<file path="src/rtl/led_debug_pkg.sv">
// Shared helpers and state encoding for the LED debug multiplexer.
package led_debug_pkg;

  // Ceiling log2, never below 1 so every counter gets at least one bit.
  function automatic int clog2(input int value);
    int bits;
    int rest;
    bits = 0;
    rest = value - 1;
    while (rest > 0) begin
      bits++;
      rest = rest >> 1;
    end
    return (bits < 1) ? 1 : bits;
  endfunction

  typedef enum logic {
    ST_MANUAL = 1'b0,
    ST_SCAN   = 1'b1
  } state_e;

  // All-ones LED drive; consumers slice it down to their LED count.
  localparam logic [7:0] LED_OFF = 8'hFF;

endpackage

</file>
<file path="src/rtl/led_debug_mux_seq_debounce_sync.sv">
// Two-flop synchroniser followed by a stability counter; strobes once per newly stable value.
module debounce_sync
  import led_debug_pkg::*;
#(
  parameter int W      = 4,
  parameter int STABLE = 1000000,
  parameter bit INVERT = 1'b0
) (
  input  logic         clk_i,
  input  logic         rst_ni,
  input  logic [W-1:0] async_i,
  output logic [W-1:0] value_o,
  output logic         accept_o
);

  localparam int CW = clog2(STABLE);
  localparam logic [CW-1:0] CNT_HIT = CW'(STABLE - 2);
  localparam logic [CW-1:0] CNT_SAT = CW'(STABLE - 1);

  logic [W-1:0]  s1_q, s2_q, prev_q;
  logic [W-1:0]  cand;
  logic [CW-1:0] cnt_q, cnt_d;
  logic [2:0]    vld_q;
  logic          same;

  // vld_q masks comparisons that would still involve reset contents of the pipeline.
  assign cand     = INVERT ? ~s2_q : s2_q;
  assign same     = vld_q[2] && (cand == prev_q);
  assign accept_o = same && (cnt_q == CNT_HIT);
  assign value_o  = cand;

  always_comb begin
    cnt_d = cnt_q;
    if (!same)                cnt_d = '0;
    else if (cnt_q != CNT_SAT) cnt_d = cnt_q + CW'(1);
  end

  always_ff @(posedge clk_i or negedge rst_ni) begin
    if (!rst_ni) begin
      s1_q   <= '0;
      s2_q   <= '0;
      prev_q <= '0;
      cnt_q  <= '0;
      vld_q  <= '0;
    end else begin
      s1_q   <= async_i;
      s2_q   <= s1_q;
      prev_q <= cand;
      cnt_q  <= cnt_d;
      vld_q  <= {vld_q[1:0], 1'b1};
    end
  end

endmodule

</file>
<file path="src/rtl/led_debug_mux_seq.sv">
// Debug LED multiplexer: manual DIP selection or auto-scan, with freeze and change strobe.
//   state     | meaning
//   ST_MANUAL | CHANNEL follows the debounced DIP selector
//   ST_SCAN   | CHANNEL steps through all inputs, dwelling C_SCAN_CYCLES each
module led_debug_mux_seq
  import led_debug_pkg::*;
#(
  parameter int C_NUM_INPUTS      = 16,
  parameter int C_DATA_WIDTH      = 4,
  parameter int C_SEL_WIDTH       = 4,
  parameter int C_DEBOUNCE_CYCLES = 1000000,
  parameter int C_SCAN_CYCLES     = 50000000
) (
  input  logic                                 clk_i,
  input  logic                                 rst_ni,
  input  logic [C_NUM_INPUTS*C_DATA_WIDTH-1:0] in_bus_i,
  input  logic [C_SEL_WIDTH-1:0]               selector_i,
  input  logic                                 scan_en_i,
  input  logic                                 freeze_i,
  output logic [C_DATA_WIDTH-1:0]              led_out_o,
  output logic [C_SEL_WIDTH-1:0]               channel_o,
  output logic                                 chan_change_o
);

  localparam int SW      = C_SEL_WIDTH;
  localparam int DWELL_W = clog2(C_SCAN_CYCLES);
  localparam logic [SW-1:0]           LAST_IDX   = SW'(C_NUM_INPUTS - 1);
  localparam logic [DWELL_W-1:0]      DWELL_LAST = DWELL_W'(C_SCAN_CYCLES - 1);
  localparam logic [C_DATA_WIDTH-1:0] LED_BLANK  = LED_OFF[C_DATA_WIDTH-1:0];

  logic [SW-1:0]           sel_val, man_idx_q, man_idx_d;
  logic                    sel_stb;
  logic [1:0]              scan_sync_q, frz_sync_q;
  logic                    scan_s, frz_s;
  state_e                  state_q, state_d;
  logic [SW-1:0]           scan_idx_q, scan_idx_d, chan_q, chan_d;
  logic [DWELL_W-1:0]      dwell_q, dwell_d;
  logic                    pend_q, pend_d, chg_q;
  logic [C_DATA_WIDTH-1:0] led_q, led_d;

  debounce_sync #(
    .W      (SW),
    .STABLE (C_DEBOUNCE_CYCLES),
    .INVERT (1'b1)
  ) u_sel_db (
    .clk_i    (clk_i),
    .rst_ni   (rst_ni),
    .async_i  (selector_i),
    .value_o  (sel_val),
    .accept_o (sel_stb)
  );

  assign scan_s = scan_sync_q[1];
  assign frz_s  = frz_sync_q[1];

  always_comb begin
    man_idx_d = man_idx_q;
    if (sel_stb) man_idx_d = (C_NUM_INPUTS == 1) ? '0 : sel_val;
  end

  // A scan entry while frozen is remembered in pend and loaded on the first unfrozen cycle.
  always_comb begin
    state_d    = scan_s ? ST_SCAN : ST_MANUAL;
    scan_idx_d = scan_idx_q;
    dwell_d    = dwell_q;
    pend_d     = pend_q;
    if (state_d == ST_SCAN) begin
      if (state_q == ST_MANUAL) begin
        pend_d = frz_s;
        if (!frz_s) begin
          scan_idx_d = chan_q;
          dwell_d    = '0;
        end
      end else if (!frz_s) begin
        if (pend_q) begin
          scan_idx_d = chan_q;
          dwell_d    = '0;
          pend_d     = 1'b0;
        end else if (dwell_q == DWELL_LAST) begin
          dwell_d    = '0;
          scan_idx_d = (scan_idx_q >= LAST_IDX) ? '0 : scan_idx_q + SW'(1);
        end else begin
          dwell_d = dwell_q + DWELL_W'(1);
        end
      end
    end
  end

  always_comb begin
    chan_d = chan_q;
    if (!frz_s) chan_d = (state_d == ST_SCAN) ? scan_idx_d : man_idx_q;
    led_d = led_q;
    if (!frz_s) begin
      led_d = LED_BLANK;
      for (int k = 0; k < C_NUM_INPUTS; k++) begin
        if (chan_d == SW'(k)) led_d = ~in_bus_i[k*C_DATA_WIDTH +: C_DATA_WIDTH];
      end
    end
  end

  always_ff @(posedge clk_i or negedge rst_ni) begin
    if (!rst_ni) begin
      scan_sync_q <= '0;
      frz_sync_q  <= '0;
      man_idx_q   <= '0;
      state_q     <= ST_MANUAL;
      scan_idx_q  <= '0;
      dwell_q     <= '0;
      pend_q      <= 1'b0;
      chan_q      <= '0;
      led_q       <= LED_BLANK;
      chg_q       <= 1'b0;
    end else begin
      scan_sync_q <= {scan_sync_q[0], scan_en_i};
      frz_sync_q  <= {frz_sync_q[0], freeze_i};
      man_idx_q   <= man_idx_d;
      state_q     <= state_d;
      scan_idx_q  <= scan_idx_d;
      dwell_q     <= dwell_d;
      pend_q      <= pend_d;
      chan_q      <= chan_d;
      led_q       <= led_d;
      chg_q       <= (chan_d != chan_q);
    end
  end

  assign led_out_o     = led_q;
  assign channel_o     = chan_q;
  assign chan_change_o = chg_q;

endmodule
</file>
<file path="config.mk">
export PLATFORM = sky130hd
export DESIGN_NAME = led_debug_mux_seq
export DESIGN_NICKNAME = d
export VERILOG_FILES = /design/src/rtl/led_debug_pkg.sv /design/src/rtl/led_debug_mux_seq_debounce_sync.sv /design/src/rtl/led_debug_mux_seq.sv
export SDC_FILE = /design/constraint.sdc
export NUM_CORES = 1
export LEC_CHECK = 0
export ABC_CLOCK_PERIOD_IN_PS = 3600
export CORE_MARGIN = 2
export CORE_UTILIZATION = 55
export CTS_BUF_LIST = sky130_fd_sc_hd__clkbuf_4
export DETAILED_ROUTE_END_ITERATION = 7
export PLACE_DENSITY = 0.91
export SLEW_MARGIN = 15
export SYNTH_ARGS = -nofsm -noshare
export SYNTH_HDL_FRONTEND = slang
export SYNTH_SLANG_ARGS = --single-unit
</file>
<file path="constraint.sdc">
create_clock -name clk_i -period 3.6 [get_ports clk_i]
set_clock_uncertainty 0.2 [all_clocks]
set_input_delay 0.72 -clock clk_i [delete_from_list [all_inputs] [get_ports clk_i]]
set_output_delay 0.72 -clock clk_i [all_outputs]
set_load 0.1 [all_outputs]
</file>
==> out/results.ini <==
[global_route]
grt_max_degree = 85
antenna_found_initial = 0
grt_pass1_vias = 4208
grt_pass1_wl_um = 19400
grtUsageTotal_pct = 26.9
grt_overflow = 0

[synth]
async_flop_share_pct = 100
synth-edff-count = 0
yosys.area.top_type = dfrtp_1
syn-num-nets = 597
yosys-top-cells-count = dfrtp_1 (80), nor2_1 (65), nand2_1 (50)
netlist_area_mm2 = 0.00471
synth_warnings = 0
ys_types = 72
synth_area_leaders = dfrtp_1 (43%), nor2_1 (5.2%), o21ai_0 (4.1%)
synth_cells = 521
ys_ff_latch = 84
yosysSeqAreaShare_pct = 44.8
synth_most_common_cell = dfrtp_1
synth_ff_type = dfrtp_1
synth_top_cell_area_share_pct = 42.5
avgSynthCellArea_um2 = 9.03

[clock_network]
clk_path_buf_depth = 2
numCtsBuffers = 9
ctsRootBufferMaster = clkbuf_4
cts_num_sinks = 84
clkSlewWorstSetupHoldPaths_ns = 0.14
ctsHoldBuffers = 0
cts_tree = done
insertion_delay_ns = 0.43
htreeDepth = 3

[critical_path]
worst-endpoint-arrival_ns = 3.61
worstPathRequired_ns = 3.77
crit_type = reg2reg
start_kind = flip-flop
cp_max_fo = 13
crit_path_end_kind = flip-flop

[routing]
postRouteAntennaNets = 0
firstDrtPassIters = 5
wirelength_um = 12400
drc = 0
vias = 4464
drt_iter0_markers = 370
wl_per_cell_um = 17.4
viasPerCell = 6.25

[layout]
ff_latch_area_mm2 = 0.00211
layout-drive-gt1-share_pct = 10.8
utilization_pct = 70.1
n_antenna_cell = 0
syn2layout_area_growth_pct = 23.0
multi_input_area_mm2 = 0.00244
final_area_mm2 = 0.00579
fillers = 623
final_net_count = 680

[run_status]
status = finished, final reports clean

[timing]
worst-slew-pin-transition_ns = 1.01
slew_headroom_pct = 32.5
report.final.hold_viol_count = 0
setup_tns_ns = 0
fmax_mhz = 290
period_minus_slack_ns = 3.45
period_share_pct = 95.7
setup_ws_ns = 0.155
slew_viol_final = 0
rsz0062_at_grt = false
setup_violations = 0

[min_path]
hold_class = reg2reg

[power_and_ir_drop]
p_per_area_mw_per_mm2 = 389
total_power_mw = 2.25
leakagePower_nw = 2.42
ir_drop_mv = 0.299

[floorplanning]
die_x_um = 96.5
start_util_pct = 57.0
rows = 33
die_area_mm2 = 0.00931
die_h_um = 96.5
pin_count = 81
core_mm2 = 0.00826

[job]
drv_cap = 0

[placed_design]
placed_cell_area_mm2 = 0.00560
finalWeightedCongestion = 0.957
hpwl_um = 8990
post-place-ws_ns = 0.270
portBuffers = 80

[layout make-up]
type / instances / area share (%)
inverter: 17 / 1.15
multi-input combinational: 399 / 42.2
sequential: 84 / 36.4
clock inverter: 7 / 1.71
clock buffer: 9 / 1.17
tap: 105 / 2.27
timing repair buffer: 93 / 15.1
[final timing paths]
| path | from | to | slack, ns | cells past startpoint |
|---|---|---|---|---|
| min | frz_sync_q[0]$_DFF_PN0_ | frz_sync_q[1]$_DFF_PN0_ | 0.16 | 0 |
| max | dwell_q[0]$_DFFE_PN0P_ | led_out_o[0]$_DFFE_PN1N_ | 0.15 | 11 |
| max in group asynchronous | rst_ni | frz_sync_q[1]$_DFF_PN0_ | 2.30 | 1 |
| min in group asynchronous | rst_ni | dwell_q[25]$_DFFE_PN0P_ | 0.23 | 1 |
| min reg2reg | frz_sync_q[0]$_DFF_PN0_ | frz_sync_q[1]$_DFF_PN0_ | 0.16 | 0 |
| max reg2reg | dwell_q[0]$_DFFE_PN0P_ | led_out_o[0]$_DFFE_PN1N_ | 0.15 | 11 |
[worst max-delay path, cell delays in order (launching register included)]
cell	delay (ns)
dfrtp_1	0.44
ha_1	0.27
and4_1	0.20
nand3_2	0.11
nor2_1	0.10
or3_1	0.37
a21oi_2	0.41
inv_1	0.34
nor2_1	0.41
a22oi_1	0.15
a211oi_2	0.30
o31ai_2	0.08
[flip-flops by register name, indices dropped and copies added (netlist names), 3 cells and up]
signal,flops
man_idx_q,4
u_sel_db.s2_q,4
dwell_q,26
u_sel_db.prev_q,4
scan_idx_q,4
u_sel_db.vld_q,3
u_sel_db.s1_q,4
channel_o,4
u_sel_db.cnt_q,20
led_out_o,4
[stage by stage]
stage	hold slack, ns	std cells
global placement	0.134	696
global route	0.174	714
detailed placement	0.135	696
finish	0.163	714
CTS	0.165	712
floorplan	0.131	521
[routing by layer]
metal  share of wire (%)  GRT usage, %  up-vias
li1                    -             -     2074
met1                  40          36.1     2152
met2                  50          42.4      205
met3                 7.8          7.06       33
met4                 2.0          9.39        0
met5                   0             0        -
[power by group]
part           total, mW  switching (mW)  leakage, nW  internal, mW
Clock              0.631           0.344       0.0869         0.286
Combinational      0.574           0.357         1.24         0.217
Sequential          1.05          0.0541         1.10         0.994
[cells in the final DEF (no fill, tap or decap), drive strengths merged, types with 6 or more instances in the layout]
cell type	instances
nor2	65
inv	18
and3	11
and4	8
a221oi	6
xor2	20
nand2	50
nand4	18
xnor2	10
o21ai	40
clkdlybuf4s50	70
dfrtp	80
a211oi	7
clkbuf	9
buf	23
mux2i	8
a21oi	22
nand3	29
nor3	15
or3	11
a31oi	9
mux2	8
[timing repair]
item                       in CTS  in global routing
setup endpoints to repair       0                  4
setup buffers                   0                  2
gates resized for setup         0                  1
[cells by family (layout without fill, tap and decap cells)]
kind of cell    Yosys count  count (layout)  share of synthesized area (%)
simple gates            230             230                           24.5
other cells               1               1                         0.0797
compound gates          117             117                           16.5
xor+xnor                 30              30                           5.58
flops                    84              84                           44.8
fa+ha+maj                 4               4                           1.06
buf+inv                  38             126                           3.46
mux                      17              17                           4.09
No activity file was read; power rests on OpenSTA's default activity.
